File: src/rtl/seq_detect_param.sv
// Serial pattern detector with loadable PAT_LEN-bit pattern and optional overlap.
// Define SEQ_DETECT_COUNT_EN to build the saturating match counter; otherwise match_count is 0.
module seq_detect_param #(
  parameter int PAT_LEN = 8,
  parameter int CNT_W   = 8
) (
  input  logic                         clk,
  input  logic                         rst,
  input  logic                         in,
  input  logic                         in_valid,
  input  logic [PAT_LEN-1:0]           pat,
  input  logic                         load,
  input  logic                         overlap,
  output logic                         match,
  output logic [$clog2(PAT_LEN+1)-1:0] fill,
  output logic [CNT_W-1:0]             match_count
);

  localparam int FW = $clog2(PAT_LEN+1);
  localparam logic [FW-1:0] FULL = FW'(PAT_LEN);

  logic [PAT_LEN-1:0] pat_q;
  logic [PAT_LEN-1:0] hist;
  logic [PAT_LEN-1:0] hist_shift;
  logic [FW-1:0]      fill_shift;
  logic               accept;
  logic               hit;

  // A hit needs a full window, so stale hist bits never take part while filling.
  always_comb begin
    accept     = in_valid & ~load;
    hist_shift = {hist[PAT_LEN-2:0], in};
    fill_shift = (fill == FULL) ? FULL : fill + FW'(1);
    hit        = accept && (fill_shift == FULL) && (hist_shift == pat_q);
  end

  always_ff @(posedge clk) begin
    if (rst) begin
      pat_q <= '0;
      hist  <= '0;
      fill  <= '0;
      match <= 1'b0;
    end else if (load) begin
      pat_q <= pat;
      fill  <= '0;
      match <= 1'b0;
    end else if (accept) begin
      hist  <= hist_shift;
      match <= hit;
      if (hit) fill <= overlap ? FULL : '0;
      else     fill <= fill_shift;
    end else begin
      match <= 1'b0;
    end
  end

`ifdef SEQ_DETECT_COUNT_EN
  logic [CNT_W-1:0] cnt_q;

  // Counts on the same edge that raises match, so the count tracks the pulse.
  always_ff @(posedge clk) begin
    if (rst || load) begin
      cnt_q <= '0;
    end else if (hit && (cnt_q != {CNT_W{1'b1}})) begin
      cnt_q <= cnt_q + CNT_W'(1);
    end
  end

  assign match_count = cnt_q;
`else
  assign match_count = '0;
`endif

endmodule

File: config.mk
export PLATFORM = sky130hd
export DESIGN_NAME = seq_detect_param
export DESIGN_NICKNAME = d
export VERILOG_FILES = /design/src/rtl/seq_detect_param.sv
export SDC_FILE = /design/constraint.sdc
export NUM_CORES = 1
export LEC_CHECK = 0
export BUFFER_PORTS_ARGS = -buffer_cell sky130_fd_sc_hd__buf_4
export CAP_MARGIN = 25
export CORE_MARGIN = 1
export CORE_UTILIZATION = 40
export DETAILED_ROUTE_END_ITERATION = 12
export GPL_ROUTABILITY_DRIVEN = 0
export PLACE_DENSITY = 0.62
export SYNTH_ARGS = -nofsm -noshare
export SYNTH_HDL_FRONTEND = slang
export SYNTH_SLANG_ARGS = --single-unit
File: constraint.sdc
create_clock -name clk -period 2.35 [get_ports clk]
set_input_delay 0.235 -clock clk [delete_from_list [all_inputs] [get_ports clk]]
set_output_delay 0.235 -clock clk [all_outputs]
set_load 0.02 [all_outputs]
==> impl_metrics.tcl, run 1 <==
set metrics [dict create \
    run_status "completed" \
    clk_latency_ps 290 \
    grt_pass1_vias 707 \
    die_width_um 52.06 \
    crit_type "reg -> reg" \
    min_period_over_period_pct 92.96 \
    vias 772 \
    crit_buf_inv 1 \
    slew_viol_final 0 \
    r2r_end "fill[3]$_SDFFE_PP0P_" \
    dr.first_iter.drc_count 8 \
    synthCells 114 \
    ys_seq_area_share_pct 39.95 \
    avgSynthCellArea_sq_um 8.791 \
    finClkSkew_ps 3.130 \
    clock_sinks 20 \
    setup_viol 0 \
    max_freq_ghz 0.4577 \
    netlist_area_sq_um 1002 \
    holdPathEnd "pat_q[0]$_SDFFE_PP0P_" \
    totalWireLength_mm 1.816 \
    synthFlopType "dfxtp_1" \
    cts_root_buf "clkbuf_4" \
    fin_tns_setup_ps 0 \
    synth_edf_count 0 \
    crit_slowest_cell "or4b_1" \
    synthArstFlopShare_pct 0 \
    grt.total_usage_pct 14.99 \
    rsz0062_at_grt "no" \
    cp-end-kind "register" \
    via_per_inst 4.855 \
    synthTopCellsByCount "dfxtp_1, nand2_1, nor2_1" \
    ant_nets 0 \
    p_leak_nw 0.5101 \
    yosys-top-cells-area "dfxtp_1, mux2i_1, buf_4" \
    grt_pass1_wl_mm 3.042 \
    stdcell_count 159 \
    worst_ep_required_time_ps 2530 \
    post-synth-top-count-cell "dfxtp_1" \
    coreArea_sq_um 2276 \
    synth_top_cell_by_area "dfxtp_1" \
    synthDistinctLibCells 31 \
    rows 17 \
    seqCellArea_sq_um 401.6 \
    crit_fanout 5 \
    drv_cap 0 \
    area_growth_pct 15.48 \
    drive_above_1_share_pct 19.08 \
    clkTransAtPathRegs_ps 110 \
    dr.pass1.iters 4 \
    grtUsageMet3_pct 1.754 \
    dp_hpwl_mm 1.391 \
    cp_top_family "simple AND/OR/NAND/NOR gates" \
    min_from "pat[0]" \
    fillers 244 \
    multi_input_area_sq_um 541.8 \
    grtUsageMet2_pct 25.43 \
    timing.final.hold_violations 0 \
    portBuffers 18 \
    dieArea_sq_um 2710 \
    die_y_um 52.06 \
    wire_per_inst_um 11.42 \
    met1_usage_pct 18.75 \
    layout_min_cycle_time_ps 2185 \
    r2r_slack_ps 170 \
    holdWs_ps 172.7 \
    cts_max_level 1 \
    slowest_delay_ps 490 \
    start_kind "register" \
    path_cells "inv_1 > ha_1 > or3b_1 > or4b_1 > a2111oi_2 > a21oi_1" \
    min_path_type "in -> reg" \
    dp_cells 155 \
    r2r-start "fill[0]$_SDFFE_PP0P_" \
    tritoncts "done" \
    num_io_pins 27 \
    cts_buffers 3 \
    antenna_found_initial 0 \
    grt_start_max_net_pins 20 \
    drc 0 \
    cp.arrival_ps 2360 \
    synth_top_area_share_pct 39.95 \
    synth-seq-cells 20 \
    nNetsFinal 148 \
    whs_path_depth 3 \
    hold_buffers 0 \
    diodes 0 \
    gr-max-usage-layer "met2" \
    start_util_pct 44.04 \
    reg2regPathDepth 6 \
    yosys_warnings 0 \
    cts_buffer_depth 2 \
    cts_setup_buffers 0 \
    irDropWorstVdd_v 0.0003503 \
    p_per_area_nw_per_um2 549.1 \
    overflow 0 \
]
==> cell usage in the layout, fill, tap and decap left out, types with 2 or more instances in the layout <==
master	n
nand3_1	2
ha_1	2
nor2_1	11
nand2_1	17
mux2i_1	9
inv_1	2
xor2_1	3
buf_4	18
nor3b_1	2
conb_1	8
xnor2_1	6
clkbuf_4	3
nor3_1	3
dfxtp_1	19
a21oi_1	9
==> logic make-up (layout without fill, tap and decap cells) <==
group                      count (synthesis)  count (layout)  share of synthesized area, %
DFF                                       20              20                         39.95
buffers and inverters                     14              24                         8.614
AOI/OAI and AO/OA                         14              14                         9.488
muxes                                     10              10                         10.11
other                                      1               8                        0.3742
and+or+nand+nor                           44              44                         21.10
xor gates and xnor gates                   9               9                         7.866
adders and majority gates                  2               2                         2.496
==> final cells by class <==
class | count | share of cell area (%)
Multi-Input combinational cell | 87 | 46.81
Inverter | 2 | 0.6486
Tap cell | 28 | 3.027
Sequential cell | 20 | 34.70
Timing Repair Buffer | 18 | 11.68
Clock buffer | 4 | 3.135
==> routing by layer <==
metal / part of all wire (%) / up-vias
met4: 0.77 / 0
li1: - / 400
met1: 47 / 353
met2: 49 / 17
met5: 0 / -
met3: 3.6 / 2
==> worst reg2reg max path, stage by stage, from the launching register on <==
cell and delay, ps:
dfxtp_2 380, inv_1 70, ha_1 300, or3b_1 380, or4b_1 490, a2111oi_2 360
a21oi_1 100
==> report_power, final <==
part           switching [mW]  total [mW]  internal, mW  leakage (nW)
registers             0.00842       0.358         0.349         0.163
logic                  0.0481      0.0869        0.0388         0.326
clock network          0.0965       0.191        0.0943        0.0210
==> how the worst max path moves through the flow <==
stage	start	to	slack (ps)	depth (start not counted)
4_1_cts	fill[0]$_SDFFE_PP0P_	fill[3]$_SDFFE_PP0P_	90	6
5_1_grt	fill[1]$_SDFFE_PP0P_	fill[3]$_SDFFE_PP0P_	10	6
6_report	fill[0]$_SDFFE_PP0P_	fill[3]$_SDFFE_PP0P_	170	6
3_3_place_gp	fill[0]$_SDFFE_PP0P_	fill[3]$_SDFFE_PP0P_	210	6
3_5_place_dp	fill[0]$_SDFFE_PP0P_	fill[3]$_SDFFE_PP0P_	110	6
2_1_floorplan	fill[0]$_SDFFE_PP0P_	fill[3]$_SDFFE_PP0P_	100	6
==> per-stage QoR <==
stage                     util (%)  area (sq um)  total power, mW  setup WS (ps)
after floorplan                  -          1028           0.4344          104.0
after global placement       49.20          1120           0.4512          210.5
after detailed placement     49.20          1120           0.4531          114.3
after CTS                    50.80          1156           0.6440          93.00
after global routing         50.85          1157           0.6713          9.868
final                        50.85          1157           0.6355          165.4
==> registers in the layout (all words and copies together), names as in the netlist <==
name   cells
pat_q      8
match      1
hist       7
fill       4
==> what timing repair did <==
| action | CTS | global route |
|---|---|---|
| endpoints found under the setup margin | 0 | 1 |
| endpoints found under the hold margin | 0 | 0 |
| resized for setup | 0 | 1 |
Power figures use the tool's default switching activity.
==> run 2: changes to the inputs <==
--- a/config.mk
+++ b/config.mk
@@ -8,10 +8,11 @@
 export BUFFER_PORTS_ARGS = -buffer_cell sky130_fd_sc_hd__buf_4
 export CAP_MARGIN = 25
 export CORE_MARGIN = 1
-export CORE_UTILIZATION = 40
+export CORE_UTILIZATION = 30
 export DETAILED_ROUTE_END_ITERATION = 12
 export GPL_ROUTABILITY_DRIVEN = 0
-export PLACE_DENSITY = 0.62
+export MAX_ROUTING_LAYER = met4
+export PLACE_DENSITY = 0.49
 export SYNTH_ARGS = -nofsm -noshare
 export SYNTH_HDL_FRONTEND = slang
 export SYNTH_SLANG_ARGS = --single-unit
==> impl_metrics.tcl, run 2 (synthesized netlist as in run 1, its figures left out) <==
set metrics [dict create \
    run_status "completed" \
    coreArea_sq_um 3103 \
    cts_buffer_depth 2 \
    grt.total_usage_pct 12.59 \
    postLayoutCoreUtil_pct 37.98 \
    drive_above_1_share_pct 19.85 \
    worst_ep_required_time_ps 2550 \
    overflow 0 \
    combPwrFrac_pct 13.6 \
    clkTransAtPathRegs_ps 110 \
    p_seq_share_pct 55.1 \
    start_kind "register" \
    area_growth_pct 17.60 \
    seqCellArea_sq_um 402.9 \
    min_period_over_period_pct 93.62 \
    dpl_cell_area_sq_um 1140 \
    max_freq_ghz 0.4545 \
    power.total_mw 0.6485 \
    crit_type "reg -> reg" \
    slew_viol_final 0 \
    cts_resized 0 \
    antenna_found_initial 0 \
    diodes 0 \
    ant_nets 0 \
    setup_viol 0 \
    p_clk_share_pct 31.2 \
    path_cells "inv_1 > ha_1 > or3b_1 > or4b_1 > a2111oi_2 > a21oi_1" \
    dr.pass1.iters 4 \
    top_layer "met4" \
    nNetsFinal 148 \
    via_per_inst 4.503 \
    crit_buf_inv 1 \
    largestRegisters "pat_q (8), hist (7), fill (4)" \
    cts_buffers 3 \
    layout_min_cycle_time_ps 2200 \
    fillers 354 \
    timing.final.hold_violations 0 \
    portBuffers 18 \
    grt_pass1_wl_mm 3.194 \
    totalWireLength_mm 1.914 \
    largest_reg_flops 8 \
    dp_cells 171 \
    holdWs_ps 157.3 \
    grt_start_max_net_pins 20 \
    worst_pin_slew_ps 491.0 \
    dr_wl_met2_um 859 \
    dp_slack_ps 98.43 \
    cp-end-kind "register" \
    drv_cap 0 \
    crit_fanout 5 \
    p_leak_nw 0.5106 \
    irDropWorstVdd_v 0.0002833 \
    clock_sinks 20 \
    power_switching_mw 0.1654 \
    num_io_pins 27 \
    stdcell_count 175 \
    grt_pass1_vias 725 \
    crit_slowest_cell "or4b_1" \
    final_area_sq_um 1179 \
    cp_top_family "simple AND/OR/NAND/NOR gates" \
    rows 20 \
    tritoncts "done" \
    intPower_mw 0.4830 \
    slowest_delay_ps 500 \
    fin_tns_setup_ps 0 \
    die_y_um 59.80 \
    dp_hpwl_mm 1.431 \
    hold_buffers 0 \
    cts_setup_buffers 0 \
    p_per_area_nw_per_um2 550.2 \
    drc 0 \
    cp.arrival_ps 2400 \
    min_path_type "in -> reg" \
    multi_input_area_sq_um 541.8 \
    regMostFlops "pat_q" \
    route.met3.wl_um 109 \
    cts_max_level 1 \
    wl_met1_um 932 \
    slew_headroom_pct 66.42 \
    clk_latency_ps 300 \
    p_sw_share_pct 25.51 \
    dieArea_sq_um 3576 \
    cts_root_buf "clkbuf_4" \
    start_util_pct 32.30 \
    vias 788 \
    finClkSkew_ps 3.986 \
    finalWorstSetupSlack_ps 150.0 \
    mostFrequentLayoutCells "dfxtp_1, buf_4, nand2_1" \
    rsz0062_at_grt "no" \
    die_width_um 59.80 \
    dr.first_iter.drc_count 31 \
    wire_per_inst_um 10.94 \
]
run 2: cell types whose count changed in the layout (fill, tap and decap cells not counted):
cell	previous run	this run
dfxtp_2	1	2
dfxtp_1	19	18
run 2: final timing paths:
kind | start | endpoint | slack (ps) | cells past startpoint
worst max-delay path | fill[0]$_SDFFE_PP0P_ | fill[3]$_SDFFE_PP0P_ | 150 | 6
worst min-delay path | pat[6] | pat_q[6]$_SDFFE_PP0P_ | 160 | 3
worst max register to register | fill[0]$_SDFFE_PP0P_ | fill[3]$_SDFFE_PP0P_ | 150 | 6
worst min register to register | hist[6]$_SDFFE_PP0P_ | hist[6]$_SDFFE_PP0P_ | 470 | 2
run 2: layer usage:
metal | vias to the layer above | GRT usage (%)
met4 | 0 | 2.990
li1 | 403 | -
met5 | - | -
met2 | 22 | 20.16
met1 | 361 | 15.02
met3 | 2 | 4.545
run 2: final cells by class:
| type | instances | share of cell area [%] |
|---|---|---|
| repair buffers | 18 | 11.47 |
| multi-input cells | 87 | 45.97 |
| inverters | 2 | 0.6369 |
| well taps | 44 | 4.671 |
| flip-flops and latches | 20 | 34.18 |
| clock buffers | 4 | 3.079 |
run 2: power groups by stage:
stage	sequential [mW]	clock [mW]	combinational (mW)
after CTS	0.358	0.208	0.0894
after detailed placement	0.365	0	0.0892
final	0.358	0.203	0.0884
after global routing	0.359	0.226	0.0993
after global placement	0.365	0	0.0881
after floorplan	0.365	0	0.0698
run 2: tightest hold or removal path, cell delays in order:
cell,delay [ps]
buf_4,70
mux2i_1,50
nor2_1,70
